File: config.mk
export PLATFORM = sky130hd
export DESIGN_NAME = fft_stage_sequencer_flat
export DESIGN_NICKNAME = d
export VERILOG_FILES = /design/src/rtl/fft_stage_sequencer_if.sv /design/src/rtl/fft_stage_sequencer.sv /design/src/flat_wrapper.sv
export SDC_FILE = /design/constraint.sdc
export NUM_CORES = 1
export LEC_CHECK = 0
export CAP_MARGIN = 15
export CORE_UTILIZATION = 45
export CTS_CLUSTER_SIZE = 20
export DETAILED_ROUTE_END_ITERATION = 12
export PLACE_DENSITY = 0.72
export SYNTH_ARGS = -nofsm -noshare
export SYNTH_HDL_FRONTEND = slang
export SYNTH_SLANG_ARGS = --single-unit
export TNS_END_PERCENT = 5
File: constraint.sdc
create_clock -name i_CLK -period 5.2 [get_ports i_CLK]
set_clock_uncertainty 0.2 [all_clocks]
set_input_delay 1.04 -clock i_CLK [delete_from_list [all_inputs] [get_ports i_CLK]]
set_output_delay 1.04 -clock i_CLK [all_outputs]
set_load 0.01 [all_outputs]
File: src/rtl/fft_stage_sequencer_if.sv
// Bundles the sequencer's control inputs and its RAM/ROM address outputs.
// Latency: none, wiring only.
// Backpressure: i_stall travels in this bundle toward the sequencer.
interface fft_stage_sequencer_if #(
    parameter int FFT_SIZE       = 8,
    parameter int ADDR_SIZE      = $clog2(2*FFT_SIZE),
    parameter int TWID_ADDR_SIZE = 7,
    parameter int LAYER_W        = $clog2($clog2(FFT_SIZE))
) ();
    logic                      i_start;
    logic                      i_inverse;
    logic                      i_stall;
    logic                      o_busy;
    logic                      o_done;
    logic [LAYER_W-1:0]        o_layer;
    logic                      o_rden;
    logic [ADDR_SIZE-1:0]      o_rdaddr_A;
    logic [ADDR_SIZE-1:0]      o_rdaddr_B;
    logic [TWID_ADDR_SIZE-1:0] o_rdaddr_tw;
    logic                      o_tw_conj;
    logic                      o_wren;
    logic [ADDR_SIZE-1:0]      o_wraddr_A;
    logic [ADDR_SIZE-1:0]      o_wraddr_B;
    logic                      o_result_bank;

    modport master (
        input  i_start, i_inverse, i_stall,
        output o_busy, o_done, o_layer, o_rden, o_rdaddr_A, o_rdaddr_B,
               o_rdaddr_tw, o_tw_conj, o_wren, o_wraddr_A, o_wraddr_B,
               o_result_bank
    );

    modport slave (
        output i_start, i_inverse, i_stall,
        input  o_busy, o_done, o_layer, o_rden, o_rdaddr_A, o_rdaddr_B,
               o_rdaddr_tw, o_tw_conj, o_wren, o_wraddr_A, o_wraddr_B,
               o_result_bank
    );
endinterface

File: src/rtl/fft_stage_sequencer.sv
// Radix-2 DIT FFT address sequencer over a ping-pong RAM, all layers per start.
// Latency: first read 1 cycle after start; each write BFLY_LATENCY unstalled cycles after its read.
// Backpressure: i_stall freezes counters and write pipe and masks both strobes.
module fft_stage_sequencer #(
    parameter int FFT_SIZE       = 8,
    parameter int ADDR_SIZE      = $clog2(2*FFT_SIZE),
    parameter int TWID_ADDR_SIZE = 7,
    parameter int BFLY_LATENCY   = 3,
    parameter int LAYER_W        = $clog2($clog2(FFT_SIZE))
) (
    input  logic                         i_CLK,
    input  logic                         i_RST,
    fft_stage_sequencer_if.master        bus
);
    localparam int NUM_LAYERS = $clog2(FFT_SIZE);
    localparam int OW         = $clog2(FFT_SIZE);
    localparam int KW         = OW - 1;
    localparam int DW         = $clog2(BFLY_LATENCY + 1);
    localparam int TWW        = TWID_ADDR_SIZE + OW;

    localparam logic [KW-1:0]      K_LAST      = KW'(FFT_SIZE/2 - 1);
    localparam logic [DW-1:0]      D_LAST      = DW'(BFLY_LATENCY - 1);
    localparam logic [LAYER_W-1:0] LAST_LAYER  = LAYER_W'(NUM_LAYERS - 1);
    localparam logic               RESULT_BANK = 1'(NUM_LAYERS % 2);

    typedef enum logic [1:0] {IDLE, READ, DRAIN, DONE} state_t;

    typedef struct packed {
        logic          vld;
        logic          bank;
        logic [OW-1:0] a;
        logic [OW-1:0] b;
    } wr_ent_t;

    state_t             state, state_nxt;
    logic [KW-1:0]      k, k_nxt;
    logic [LAYER_W-1:0] layer, layer_nxt;
    logic [DW-1:0]      drain_cnt, drain_nxt;
    logic               conj, conj_nxt;
    logic               rden;
    logic               busy;
    logic               done;

    wr_ent_t            wr_pipe [BFLY_LATENCY];
    wr_ent_t            wr_in;
    wr_ent_t            wr_tail;

    logic [OW-1:0]      k_ext;
    logic [OW-1:0]      half;
    logic [OW-1:0]      pos;
    logic [OW-1:0]      a_off;
    logic [OW-1:0]      b_off;
    logic [TWW-1:0]     tw_wide;

    // Butterfly geometry for (layer, k); B sits exactly one half-span above A.
    always_comb begin
        k_ext   = {1'b0, k};
        half    = OW'(1) << layer;
        pos     = k_ext & (half - OW'(1));
        a_off   = (((k_ext >> layer) << layer) << 1) | pos;
        b_off   = a_off | half;
        tw_wide = (TWW'(pos) << (TWID_ADDR_SIZE - 1)) >> layer;
    end

    always_ff @(posedge i_CLK) begin
        if (i_RST) begin
            state     <= IDLE;
            k         <= '0;
            layer     <= '0;
            drain_cnt <= '0;
            conj      <= 1'b0;
        end else begin
            state     <= state_nxt;
            k         <= k_nxt;
            layer     <= layer_nxt;
            drain_cnt <= drain_nxt;
            conj      <= conj_nxt;
        end
    end

    always_comb begin
        state_nxt = state;
        k_nxt     = k;
        layer_nxt = layer;
        drain_nxt = drain_cnt;
        conj_nxt  = conj;
        rden      = 1'b0;
        busy      = 1'b0;
        done      = 1'b0;
        case (state)
            IDLE: begin
                if (bus.i_start && !bus.i_stall) begin
                    state_nxt = READ;
                    k_nxt     = '0;
                    layer_nxt = '0;
                    conj_nxt  = bus.i_inverse;
                end
            end
            READ: begin
                busy = 1'b1;
                if (!bus.i_stall) begin
                    rden = 1'b1;
                    if (k == K_LAST) begin
                        state_nxt = DRAIN;
                        drain_nxt = '0;
                    end else begin
                        k_nxt = k + 1'b1;
                    end
                end
            end
            DRAIN: begin
                // Next layer reads the bank this layer is still writing, so wait out the pipe.
                busy = 1'b1;
                if (!bus.i_stall) begin
                    if (drain_cnt == D_LAST) begin
                        if (layer == LAST_LAYER) begin
                            state_nxt = DONE;
                        end else begin
                            state_nxt = READ;
                            layer_nxt = layer + 1'b1;
                            k_nxt     = '0;
                        end
                    end else begin
                        drain_nxt = drain_cnt + 1'b1;
                    end
                end
            end
            DONE: begin
                done      = 1'b1;
                state_nxt = IDLE;
                layer_nxt = '0;
                conj_nxt  = 1'b0;
            end
            default: state_nxt = IDLE;
        endcase
    end

    always_comb begin
        wr_in = '0;
        if (rden) begin
            wr_in.vld  = 1'b1;
            wr_in.bank = ~layer[0];
            wr_in.a    = a_off;
            wr_in.b    = b_off;
        end
    end

    always_ff @(posedge i_CLK) begin
        if (i_RST) begin
            for (int i = 0; i < BFLY_LATENCY; i++) begin
                wr_pipe[i] <= '0;
            end
        end else if (!bus.i_stall) begin
            wr_pipe[0] <= wr_in;
            for (int i = 1; i < BFLY_LATENCY; i++) begin
                wr_pipe[i] <= wr_pipe[i-1];
            end
        end
    end

    assign wr_tail = wr_pipe[BFLY_LATENCY-1];

    assign bus.o_busy        = busy;
    assign bus.o_done        = done;
    assign bus.o_layer       = layer;
    assign bus.o_rden        = rden;
    assign bus.o_rdaddr_A    = (state == READ) ? {layer[0], a_off} : '0;
    assign bus.o_rdaddr_B    = (state == READ) ? {layer[0], b_off} : '0;
    assign bus.o_rdaddr_tw   = (state == READ) ? tw_wide[TWID_ADDR_SIZE-1:0] : '0;
    assign bus.o_tw_conj     = conj;
    assign bus.o_wren        = wr_tail.vld && !bus.i_stall;
    assign bus.o_wraddr_A    = {wr_tail.bank, wr_tail.a};
    assign bus.o_wraddr_B    = {wr_tail.bank, wr_tail.b};
    assign bus.o_result_bank = RESULT_BANK;
endmodule

File: src/flat_wrapper.sv
// flat-port wrapper written by rule: the top's interface ports become plain ports
module fft_stage_sequencer_flat 
#(
    parameter int FFT_SIZE       = 8,
    parameter int ADDR_SIZE      = $clog2(2*FFT_SIZE),
    parameter int TWID_ADDR_SIZE = 7,
    parameter int BFLY_LATENCY   = 3,
    parameter int LAYER_W        = $clog2($clog2(FFT_SIZE))
)
  (i_CLK, i_RST, bus_i_start, bus_i_inverse, bus_i_stall, bus_o_busy, bus_o_done, bus_o_layer, bus_o_rden, bus_o_rdaddr_A, bus_o_rdaddr_B, bus_o_rdaddr_tw, bus_o_tw_conj, bus_o_wren, bus_o_wraddr_A, bus_o_wraddr_B, bus_o_result_bank);
  fft_stage_sequencer_if #(.FFT_SIZE(FFT_SIZE), .ADDR_SIZE(ADDR_SIZE), .TWID_ADDR_SIZE(TWID_ADDR_SIZE), .LAYER_W(LAYER_W)) bus_i ();
  input  logic i_CLK;
  input  logic i_RST;
  input wire logic [$bits(bus_i.i_start)-1:0] bus_i_start;
  input wire logic [$bits(bus_i.i_inverse)-1:0] bus_i_inverse;
  input wire logic [$bits(bus_i.i_stall)-1:0] bus_i_stall;
  output wire logic [$bits(bus_i.o_busy)-1:0] bus_o_busy;
  output wire logic [$bits(bus_i.o_done)-1:0] bus_o_done;
  output wire logic [$bits(bus_i.o_layer)-1:0] bus_o_layer;
  output wire logic [$bits(bus_i.o_rden)-1:0] bus_o_rden;
  output wire logic [$bits(bus_i.o_rdaddr_A)-1:0] bus_o_rdaddr_A;
  output wire logic [$bits(bus_i.o_rdaddr_B)-1:0] bus_o_rdaddr_B;
  output wire logic [$bits(bus_i.o_rdaddr_tw)-1:0] bus_o_rdaddr_tw;
  output wire logic [$bits(bus_i.o_tw_conj)-1:0] bus_o_tw_conj;
  output wire logic [$bits(bus_i.o_wren)-1:0] bus_o_wren;
  output wire logic [$bits(bus_i.o_wraddr_A)-1:0] bus_o_wraddr_A;
  output wire logic [$bits(bus_i.o_wraddr_B)-1:0] bus_o_wraddr_B;
  output wire logic [$bits(bus_i.o_result_bank)-1:0] bus_o_result_bank;
  assign bus_i.i_start = bus_i_start;
  assign bus_i.i_inverse = bus_i_inverse;
  assign bus_i.i_stall = bus_i_stall;
  assign bus_o_busy = bus_i.o_busy;
  assign bus_o_done = bus_i.o_done;
  assign bus_o_layer = bus_i.o_layer;
  assign bus_o_rden = bus_i.o_rden;
  assign bus_o_rdaddr_A = bus_i.o_rdaddr_A;
  assign bus_o_rdaddr_B = bus_i.o_rdaddr_B;
  assign bus_o_rdaddr_tw = bus_i.o_rdaddr_tw;
  assign bus_o_tw_conj = bus_i.o_tw_conj;
  assign bus_o_wren = bus_i.o_wren;
  assign bus_o_wraddr_A = bus_i.o_wraddr_A;
  assign bus_o_wraddr_B = bus_i.o_wraddr_B;
  assign bus_o_result_bank = bus_i.o_result_bank;
  fft_stage_sequencer #(.FFT_SIZE(FFT_SIZE), .ADDR_SIZE(ADDR_SIZE), .TWID_ADDR_SIZE(TWID_ADDR_SIZE), .BFLY_LATENCY(BFLY_LATENCY), .LAYER_W(LAYER_W)) u_core (.i_CLK(i_CLK), .i_RST(i_RST), .bus(bus_i));
endmodule
Yosys cells after proc, flatten, opt, wreduce, memory -nomap -nowiden
Memory sizes are Yosys's and may differ from the RTL's.
Index checks and enable logic that the tools add are counted.
{"block": "classes", "eq_ne": 14, "shift": 4, "n_mux": 40, "n_addsub": 4, "n_bitwise": 7, "reduce_logical": 14}
{"cell": "2-bit 2-to-1 mux", "n": 19}
{"cell": "8-bit 2-to-1 mux", "n": 4}
{"cell": "5-bit AND reduction", "n": 3}
{"cell": "2-bit one-hot mux with 3 select lines", "n": 2}
{"cell": "2-bit equality test (second input constant)", "n": 5}
{"cell": "2-bit inequality test (second input constant)", "n": 5}
{"cell": "1-bit 2-to-1 mux", "n": 9}
{"cell": "9-bit by 2-bit >> shifter with 7-bit output", "n": 1}
{"cell": "4-bit 2-to-1 mux", "n": 2}
{"cell": "2-bit one-hot mux with 4 select lines", "n": 1}
{"cell": "7-bit 2-to-1 mux", "n": 1}
{"cell": "7-bit AND reduction", "n": 1}
{"cell": "2-bit by 1-bit adder with 2-bit output (second input constant)", "n": 3}
{"cell": "2-bit by 1-bit inequality test with 1-bit output (second input constant)", "n": 3}
{"cell": "3-bit OR", "n": 2}
{"cell": "3-bit nonzero test", "n": 2}
{"cell": "2-bit one-hot mux with 2 select lines", "n": 1}
{"cell": "2-bit nonzero test", "n": 2}
{"cell": "2-bit by 3-bit bitwise AND with 3-bit output", "n": 1}
{"cell": "1-bit OR", "n": 3}
{"cell": "1-bit by 2-bit left shift with 3-bit output (first input constant)", "n": 1}
{"cell": "3-bit by 2-bit left shift with 2-bit output", "n": 1}
{"cell": "2-bit by 2-bit >> shifter with 3-bit output", "n": 1}
{"cell": "3-bit by 1-bit subtractor with 3-bit output (second input constant)", "n": 1}
{"cell": "other kinds (8)", "n": 9}
{"block": "word_totals", "ramBits": 24, "word_cells": 89, "register_bits": 9, "out_inout_bits": 31, "memories": 1, "in_bits": 5}
{"memory": "u_core.wr_pipe", "words": 3, "word_bits": 8, "rd": 3, "rd_ports_with_merged_regs": 0, "write_ports": 3, "line_no": "fft_stage_sequencer.sv:44", "text": "wr_ent_t wr_pipe [BFLY_LATENCY];"}

Longest topological paths before layout
Gate-level depths: netlist of the first run.
{"block": "depth", "depth_word": 7, "ltp_mapped": 7, "depth_no_buf": 6}

Worst setup path after synthesis of the first run
Ideal clock, no wire load.
{"block": "synth_path", "kind": "reg2out", "startpoint": "reg u_core.layer[0], in the netlist u_core.bus.o_layer[0]", "endpoint": "out bus_o_rdaddr_tw[3]", "path_buffers": 0, "arrival_ns": 1.408, "required_time_ns": 3.960, "setup_slack_ns": 2.552, "stages_incl_launch_ff": 6, "path_cell_list": "dfxtp_1 > inv_1 > ha_1 > nor2b_1 > nand2_1 > nor3_1"}
{"block": "synth_via", "elab_chain_len": 5}
{"element": "start: declaration", "line_no": "fft_stage_sequencer.sv:37", "text": "logic [LAYER_W-1:0] layer, layer_nxt;"}
{"element": "start signal: assignment", "line_no": "fft_stage_sequencer.sv:75", "text": "layer <= layer_nxt;"}
{"element": "1-bit by 2-bit left shift with 3-bit output", "line_no": "fft_stage_sequencer.sv:58", "text": "half = OW'(1) << layer;"}
{"element": "3-bit by 1-bit subtractor with 3-bit output", "line_no": "fft_stage_sequencer.sv:59", "text": "pos = k_ext & (half - OW'(1));"}
{"element": "2-bit by 3-bit bitwise AND with 3-bit output", "line_no": "fft_stage_sequencer.sv:59"}
{"element": "9-bit by 2-bit >> shifter with 7-bit output (*)", "line_no": "fft_stage_sequencer.sv:62", "text": "tw_wide = (TWW'(pos) << (TWID_ADDR_SIZE - 1)) >> layer;"}
{"element": "7-bit 2-to-1 mux (*)", "line_no": "fft_stage_sequencer.sv:169", "text": "assign bus.o_rdaddr_tw = (state == READ) ? tw_wide[TWID_ADDR_SIZE-1:0] : '0;"}
{"element": "end: declaration", "line_no": "flat_wrapper.sv:23", "text": "output wire logic [$bits(bus_i.o_rdaddr_tw)-1:0] bus_o_rdaddr_tw;"}
Every way passes the cells marked *; elsewhere a longest branch is shown, timed or not.

Final worst setup path of the first run
{"block": "layout_path", "startpoint": "in bus_i_stall", "endpoint": "out bus_o_rden"}
{"block": "layout_via", "elab_chain_len": 2}
{"element": "start: declaration", "line_no": "flat_wrapper.sv:16", "text": "input wire logic [$bits(bus_i.i_stall)-1:0] bus_i_stall;"}
{"element": "1-bit 2-to-1 mux", "line_no": "fft_stage_sequencer.sv:101", "text": "if (!bus.i_stall) begin"}
{"element": "1-bit 2-to-1 mux", "line_no": "fft_stage_sequencer.sv:90", "text": "case (state)"}
{"element": "end: declaration", "line_no": "flat_wrapper.sv:20", "text": "output wire logic [$bits(bus_i.o_rden)-1:0] bus_o_rden;"}
Every way passes these cells.

==> results of run 1 <==
cell usage in the layout (no fill, tap or decap), drive strengths merged, types with 2 or more instances in the layout:
cell / instances
nor3: 5
nand2b: 5
inv: 11
dfxtp: 9
a211oi: 2
clkbuf: 5
nor2: 10
and2b: 2
nand4: 2
clkdlybuf4s50: 31
and2: 20
a222oi: 2
ha: 10
clkinv: 2
edfxtp: 24
conb: 4
nand3: 2
nor2b: 4
a21o: 2
nand2: 8
o21a: 2
o31ai: 2
a21oi: 7
state kept, by name, indices dropped and copies added, names as in the netlist:
name                  flops
u_core.state              2
u_core.wr_pipe           24
u_core.bus.o_tw_conj      1
u_core.bus.o_layer        2
u_core.k                  2
u_core.drain_cnt          2
metrics by stage:
| step | power [mW] | area (um^2) |
|---|---|---|
| final | 0.720 | 2090 |
| after detailed placement | 0.534 | 2000 |
| after floorplan | 0.470 | 1750 |
| after global routing | 0.758 | 2090 |
| after CTS | 0.719 | 2090 |
| after global placement | 0.524 | 2000 |
metal layers:
layer / global-route usage / up-vias
li1: - / 577
met1: 0.193 / 562
met2: 0.282 / 52
met3: 0.0589 / 8
met4: 0.0639 / 0
met5: 0 / -
cells in the mapped netlist, types with 2 or more instances:
cell | instances | area share
a211oi_1 | 2 | 0.0086
a21o_2 | 2 | 0.010
a21oi_1 | 7 | 0.020
a222oi_1 | 2 | 0.011
and2_1 | 20 | 0.072
and2b_1 | 2 | 0.0086
buf_4 | 13 | 0.056
clkbuf_1 | 3 | 0.0064
conb_1 | 2 | 0.0043
dfxtp_1 | 9 | 0.10
edfxtp_1 | 24 | 0.41
ha_1 | 10 | 0.072
inv_1 | 11 | 0.024
nand2_1 | 8 | 0.017
nand2b_1 | 2 | 0.0072
nand2b_2 | 2 | 0.010
nand3_1 | 2 | 0.0057
nand4_1 | 2 | 0.0072
nor2_1 | 10 | 0.021
nor2b_1 | 4 | 0.014
nor3_1 | 5 | 0.014
o21a_1 | 2 | 0.0086
o31ai_1 | 2 | 0.0086
layout make-up:
cell class / count / share of cell area
sequential: 33 / 0.432
multi-input combinational: 101 / 0.329
timing repair buffer: 31 / 0.149
clock buffer: 5 / 0.0330
tap: 48 / 0.0288
inverter: 11 / 0.0198
clock inverter: 3 / 0.00840
final timing paths:
path / from / to / slack, ps / cells past startpoint
setup reg to reg: u_core.state[1]$_SDFFE_PP0P_ / u_core.state[1]$_SDFFE_PP0P_ / 2860 / 5
hold / removal: u_core.drain_cnt[0]$_SDFFE_PP0P_ / u_core.drain_cnt[0]$_SDFFE_PP0P_ / 260 / 2
hold reg to reg: u_core.drain_cnt[0]$_SDFFE_PP0P_ / u_core.drain_cnt[0]$_SDFFE_PP0P_ / 260 / 2
setup / recovery: bus_i_stall / bus_o_rden / 1490 / 3
cell families (layout without fill, tap and decap cells):
logic type | after synthesis | after routing
flip-flops | 33 | 33
AO/OA/AOI/OAI | 22 | 22
adder cells (fa/ha/maj) | 10 | 10
buffers and inverters | 29 | 50
AND/OR/NAND/NOR | 63 | 63
multiplexers | 2 | 2
other | 2 | 4
critical path: cells and delay by family:
| kind | cells | cell delay (ps) |
|---|---|---|
| buffers and inverters | 2 | 1140 |
| and+or+nand+nor | 1 | 290 |
report_power, final:
group / internal [mW] / total, mW / switching (mW)
combinational: 0.0954 / 0.211 / 0.116
sequential: 0.306 / 0.321 / 0.0153
clock: 0.0923 / 0.188 / 0.0953
==> flow_summary_export.csv, run 1 <==
group,metric,value,unit
clocking,h-tree-depth,2,
layout,fin_util,0.565,
worst_setup_path,start_kind,"input pin",
placed_design,port_buffers,31,
hold_path,min_path_type,"reg -> reg",
grt,grt_pass1_wl,5.28,mm
flow_run,drv_cap,0,
logic_synthesis,synthAdderAreaFrac,0.0716,
placed_design,dp_cells,224,
clocking,cts-resized-gates,0,
timing,hold_ws,260,ps
timing,setup_violations,0,
logic_synthesis,synth_edf_count,24,
clocking,cts_buffer_depth,2,
timing,fin_crit,3710,ps
timing,tightest_slew,967,ps
clocking,insertion_delay,280,ps
clocking,ctsHoldBuffers,0,
routing,drc,0,
layout,ff_latch_area,901,um^2
grt,grt.total_usage,0.167,
worst_setup_path,crit_slowest_cell,"clkdlybuf4s50_1",
clocking,cts_tree,"yes",
grt,grt_pass1_vias,1164,
layout,syn_to_final_growth,19.4,%
routing,wirelength_met1,1.33,mm
timing,hold_viol,0,
timing,slew_headroom,0.354,
routing,vias,1199,
layout,fillers,322,
placed_design,place_congestion,0.789,
grt,antenna_found_initial,0,
clocking,post_cts_buffers,0,
layout,multi_input_area,687,um^2
die,dieArea,0.00413,mm^2
status,status,"complete, no violations",
die,die_h,64.3,um
timing,fmax,270,MHz
timing,slew_viol_final,0,
logic_synthesis,synth-compound-area-share,0.0938,
logic_synthesis,synth_ff_type,"edfxtp_1",
die,die_w,64.3,um
routing,routed-wl-met3,205,um
die,boundaryPins,36,
clocking,cts-root-buf,"clkbuf_8",
power_and_ir_drop,power_leakage,0.811,nW
clocking,path_clk_slew,70,ps
placed_design,hpwlAfterDp,2.14,mm
clocking,tritoncts.num_buffers,5,
logic_synthesis,synth-simple-area-share,0.207,
worst_setup_path,crit_path_max_fanout,11,
grt,overflow,0,
logic_synthesis,synth_top_family_by_area,"simple AND/OR/NAND/NOR gates",
logic_synthesis,yosysWarningCount,0,
layout,antenna_cells,0,
power_and_ir_drop,irDropWorstVdd,0.255,mV
grt,grt_max_degree,25,
layout,stdcell_count,232,
logic_synthesis,synthMuxAreaShare,0.0122,
logic_synthesis,syn_inst,161,
layout,drive_above_1_share,0.0815,
worst_setup_path,crit_path_cell_trace,"clkdlybuf4s50_1 -> and2b_1 -> clkdlybuf4s50_1",
worst_setup_path,crit_top_cell,"clkdlybuf4s50_1",
worst_setup_path,slowest_delay,610,ps
logic_synthesis,ys_ff_latch,33,
die,core,0.00369,mm^2
logic_synthesis,ys_async_sr_fraction,0,
layout,fin_nets,198,
placed_design,dp_slack,1520,ps
logic_synthesis,syn_avg_cell_area,10.8,um^2
timing,fin_ws,1490,ps
routing,wl_met2,1.54,mm
clocking,cts_sinks,33,
worst_setup_path,cp_data_required_time,3960,ps
logic_synthesis,ys_types,38,
routing,ant_nets,0,
routing,drtPass1Iterations,4,
routing,top_layer_used,"met4",
timing,rsz0062_at_grt,"false",
worst_setup_path,worst_ep_arrival_time,2470,ps
timing,finalSetupTns,0,ps
power_and_ir_drop,power.density,345,mW/mm^2
die,initial_core_util,0.474,
worst_setup_path,critical_path_class,"in -> out",
routing,wl_per_cell,13.5,um
routing,initialDrtViolationCount,60,
logic_synthesis,yosysSeqAreaShare,0.516,
routing,via_per_inst,5.17,
worst_setup_path,end_kind,"output port",
die,rows,22,
routing,drt_wl_total,3.14,mm
logic_synthesis,syn_area,0.00175,mm^2
timing,post-route-period-util,0.713,
logic_synthesis,yosys.area_share.xor_xnor,0,
No activity file was read; power rests on OpenSTA's default activity.
==> inputs of run 2 (changes only) <==
Settings changed: PLACE_DENSITY 0.72 to 0.74.
Clock period 5.2 ns to 3 ns, I/O delays scaled along.
==> flow_summary_export.csv, run 2 (same netlist as run 1, synthesis figures left out) <==
group,metric,value,unit
layout,syn_to_final_growth,22.1,%
flow_run,drv_cap,0,
grt,top_usage_layer,"met2",
timing,fin_ws,126,ps
die,rows,22,
clocking,h-tree-depth,2,
routing,ant_nets,0,
worst_setup_path,start_kind,"flip-flop",
worst_setup_path,path_delay_family,"buffers and inverters",
timing,slew_headroom,0.457,
clocking,cts_sinks,33,
worst_setup_path,crit_path_max_fanout,9,
die,initial_core_util,0.474,
status,status,"complete, no violations",
clocking,ctsHoldBuffers,0,
clocking,path_clk_slew,70,ps
clocking,cts-root-buf,"clkbuf_8",
clocking,cts-resized-gates,3,
die,die_h,64.3,um
timing,tightest_slew,811,ps
placed_design,place_congestion,0.814,
timing,slew_viol_final,0,
die,core,0.00369,mm^2
grt,use_met3,0.0536,
layout,drive_above_1_share,0.122,
worst_setup_path,crit_slowest_cell,"clkdlybuf4s50_1",
layout,antenna_cells,0,
grt,grt_use_met1,0.210,
hold_path,min_path_type,"reg -> reg",
timing,hold_viol,0,
grt,use_met2,0.276,
layout,largest_register_ffs,24,
worst_setup_path,cp_data_required_time,2200,ps
grt,grt_max_degree,25,
grt,grt_pass1_vias,1181,
placed_design,hpwlAfterDp,2.18,mm
timing,fmax,348,MHz
power_and_ir_drop,power.density,588,mW/mm^2
layout,regMostFlops,"u_core.wr_pipe",
power_and_ir_drop,power_leakage,0.854,nW
worst_setup_path,crit_buf_inv,2,
grt,antenna_found_initial,0,
die,dieArea,0.00413,mm^2
routing,via_per_inst,5.11,
placed_design,port_buffers,31,
worst_setup_path,slowest_delay,570,ps
clocking,tritoncts.num_buffers,5,
routing,wl_per_cell,13.1,um
timing,rsz0062_at_grt,"false",
clocking,cts_buffer_depth,2,
routing,drtPass1Iterations,4,
worst_setup_path,end_kind,"output port",
clocking,insertion_delay,280,ps
placed_design,dp_slack,205,ps
worst_setup_path,critical_path_class,"reg -> out",
placed_design,dp_cells,229,
layout,fillers,333,
die,boundaryPins,36,
grt,grt.total_usage,0.172,
clocking,cts_tree,"yes",
layout,final_common_cell,"clkdlybuf4s50_1",
layout,layout_common_cells,"clkdlybuf4s50_1, edfxtp_1, and2_1",
grt,overflow,0,
routing,vias,1210,
layout,fin_util,0.578,
worst_setup_path,worst_ep_arrival_time,2070,ps
power_and_ir_drop,irDropWorstVdd,0.480,mV
clocking,post_cts_buffers,0,
layout,stdcell_count,237,
timing,fin_crit,2870,ps
routing,initialDrtViolationCount,19,
timing,finalSetupTns,0,ps
timing,setup_violations,0,
timing,post-route-period-util,0.958,
routing,drt_wl_total,3.12,mm
grt,grt_pass1_wl,5.38,mm
worst_setup_path,crit_path_cell_trace,"inv_1 -> ha_1 -> nor2b_2 -> nand2_1 -> nor3_1 -> clkdlybuf4s50_1",
routing,drc,0,
layout,fin_nets,203,
die,die_w,64.3,um
run 2: changes by cell type in the layout (fill, tap and decap cells not counted), sizes merged:
| cell | change |
|---|---|
| clkdlybuf4s50 | -1 |
| buf | +5 |
| dlymetal6s2s | +1 |
run 2: worst min-delay path, stage by stage, from the launching register on:
cell and delay [ps]:
dfxtp_1 320, nand2_1 60, a21oi_1 60
run 2: final timing paths:
path / end / slack (ps) / startpoint / cells past startpoint
worst max-delay path: bus_o_rdaddr_tw[3] / 130 / u_core.bus.o_layer[0]$_SDFFE_PP0P_ / 6
worst min-delay path: u_core.drain_cnt[1]$_SDFFE_PP0P_ / 280 / u_core.drain_cnt[1]$_SDFFE_PP0P_ / 2
worst max register to register: u_core.k[0]$_SDFFE_PP0P_ / 850 / u_core.state[0]$_SDFFE_PP0P_ / 6
worst min register to register: u_core.drain_cnt[1]$_SDFFE_PP0P_ / 280 / u_core.drain_cnt[1]$_SDFFE_PP0P_ / 2
run 2: through the flow:
step                      power (mW)  hold slack [ps]  cell area (um^2)
after global placement         0.924              241              2040
after floorplan                0.814              236              1750
after detailed placement       0.937              268              2040
after global routing            1.33              306              2130
after CTS                       1.26              278              2130
final                           1.26              278              2130
run 2: area by class of cell:
type	instances	area, um^2	area share
Sequential cell	33	906	0.425
Tap cell	48	60.1	0.0282
Clock buffer	5	68.8	0.0323
Multi-Input combinational cell	101	689	0.323
Clock inverter	3	17.5	0.00821
Inverter	11	41.3	0.0194
Timing Repair Buffer	36	350	0.164
run 2: power by group:
group	internal [mW]	switching (mW)	total [mW]
Clock	0.160	0.162	0.321
Combinational	0.177	0.202	0.378
Sequential	0.530	0.0255	0.556
run 2: per-layer routing:
metal / up-vias / routed length, um / part of all wire
li1: 589 / - / -
met1: 563 / 1350 / 0.43
met2: 53 / 1470 / 0.47
met3: 5 / 227 / 0.073
met4: 0 / 73 / 0.023
met5: - / 0 / 0
==> patch, RTL diff (settings of run 2) <==
`BFLY_LATENCY` is set to 3 in 2 places; all go to 6.
--- a/src/rtl/fft_stage_sequencer.sv
+++ b/src/rtl/fft_stage_sequencer.sv
@@ -5,7 +5,7 @@
     parameter int FFT_SIZE       = 8,
     parameter int ADDR_SIZE      = $clog2(2*FFT_SIZE),
     parameter int TWID_ADDR_SIZE = 7,
-    parameter int BFLY_LATENCY   = 3,
+    parameter int BFLY_LATENCY   = 6,
     parameter int LAYER_W        = $clog2($clog2(FFT_SIZE))
 ) (
     input  logic                         i_CLK,
--- a/src/flat_wrapper.sv
+++ b/src/flat_wrapper.sv
@@ -4,7 +4,7 @@
     parameter int FFT_SIZE       = 8,
     parameter int ADDR_SIZE      = $clog2(2*FFT_SIZE),
     parameter int TWID_ADDR_SIZE = 7,
-    parameter int BFLY_LATENCY   = 3,
+    parameter int BFLY_LATENCY   = 6,
     parameter int LAYER_W        = $clog2($clog2(FFT_SIZE))
 )
   (i_CLK, i_RST, bus_i_start, bus_i_inverse, bus_i_stall, bus_o_busy, bus_o_done, bus_o_layer, bus_o_rden, bus_o_rdaddr_A, bus_o_rdaddr_B, bus_o_rdaddr_tw, bus_o_tw_conj, bus_o_wren, bus_o_wraddr_A, bus_o_wraddr_B, bus_o_result_bank);
Formal check against the unedited RTL: not equivalent (Yosys sat finds a counterexample within 10 cycles, from zero or initial values and one cycle with i_RST high).
==> patch against run 2 <==
- sequential cell count rose by 25
- non-clock buffer count up 1
- maximum frequency fell by 1.8%
- routed wire length up 38%
- cell area grew 52%
- first-iteration DRC count grew to 3.8 times the old value
- sequential share of layout area rose by 8.5 points
- combinational power is 14% higher
- sequential power is 73% higher
- area after synthesis up 55%
- power rose by 66%
- critical path depth rose by 1
- final cell count grew 40%
- setup slack got worse by 0.054 ns
- critical endpoint is now bus_o_rdaddr_tw[4]
==> patch: results <==
{
  "avgSynthCellArea_um2": 11.9,
  "grt_pass1_vias": 1563,
  "finalWirelength_um": 4290,
  "fin_crit_ns": 2.93,
  "drive_gt1_share_pct": 11.2,
  "worstSetupEndpoint": "bus_o_rdaddr_tw[4]",
  "holdWs_ns": 0.272,
  "yosysSeqAreaShare_pct": 60.8,
  "dp_hpwl_um": 2800,
  "dr.first_iter.drc_count": 73,
  "clk_latency_ns": 0.33,
  "worst-path-max-fanout": 8,
  "dpl_cell_area_mm2": 0.00302,
  "place_ws_ns": 0.152,
  "placedCellCount": 316,
  "grt_pass1_wl_um": 7190,
  "ys_top_cells_by_area": "edfxtp_1, and2_1, dfxtp_1",
  "yosys-top-cells-count": "edfxtp_1, and2_1, nor2_1, buf_4, a21oi_1",
  "cts_made_buffers": 9,
  "nets": 270,
  "grt_max_degree": 35,
  "crit_family": "buffers and inverters",
  "reg2reg_to": "u_core.k[0]",
  "startpoint": "u_core.bus.o_layer[1]",
  "max_slew_margin_pct": 63.6,
  "gp_congestion": 0.900,
  "ys_types": 42,
  "irDropWorstVdd_v": 0.000534,
  "routed_via_density": 5.02,
  "leakagePower_nw": 1.28,
  "vias": 1665,
  "cp.arrival_ns": 2.13,
  "status": "finished, final reports clean",
  "grt_usage_pct": 15.4
}
-- patch: cell types whose count changed after synthesis, moves of 3 or more --
| cell | delta |
|---|---|
| a21oi_1 | +4 |
| and2_1 | +24 |
| clkbuf_1 | +4 |
| edfxtp_1 | +24 |
| inv_1 | -3 |
| nor2_1 | +4 |
| o21ai_0 | +5 |
-- patch: timing repair --
item	CTS	global route
endpoints found under the setup margin	5	6
gates resized for setup	5	5
hold endpoints to repair	0	0
-- patch: worst min-delay path, stage by stage (launching register included) --
cell	delay [ns]
dfxtp_1	0.32
nand2_1	0.06
a21oi_1	0.05
-- patch: power breakdown --
group          internal (mW)  switching [mW]
combinational          0.182           0.250
sequential             0.933          0.0275
clock                  0.404           0.285
-- patch: kinds of logic after synthesis --
group	count (synthesis)	share of synthesized area, %
AO/OA/AOI/OAI	29	6.72
XOR/XNOR	1	0.325
AND/OR/NAND/NOR	95	20.6
other	2	0.278
adder cells (fa/ha/maj)	10	4.64
buffers and inverters	31	6.21
multiplexers	1	0.371
flip-flops	58	60.8
-- patch: cell type report --
| class | instances | area (µm²) | area share [%] |
|---|---|---|---|
| Sequential cell | 58 | 1650 | 50.9 |
| Multi-Input combinational cell | 140 | 915 | 28.3 |
| Timing Repair Buffer | 37 | 360 | 11.1 |
| Clock buffer | 13 | 149 | 4.60 |
| Tap cell | 72 | 90.1 | 2.78 |
| Clock inverter | 3 | 40.0 | 1.24 |
| Inverter | 9 | 33.8 | 1.04 |
-- patch: metal layers --
layer  up-vias  track usage, %  part of all wire, %
met5         -               0                    0
met1       773            18.9                   45
met3         7            7.54                  6.5
met4         0            5.82                  1.2
li1        832               -                    -
met2        53            23.3                   48
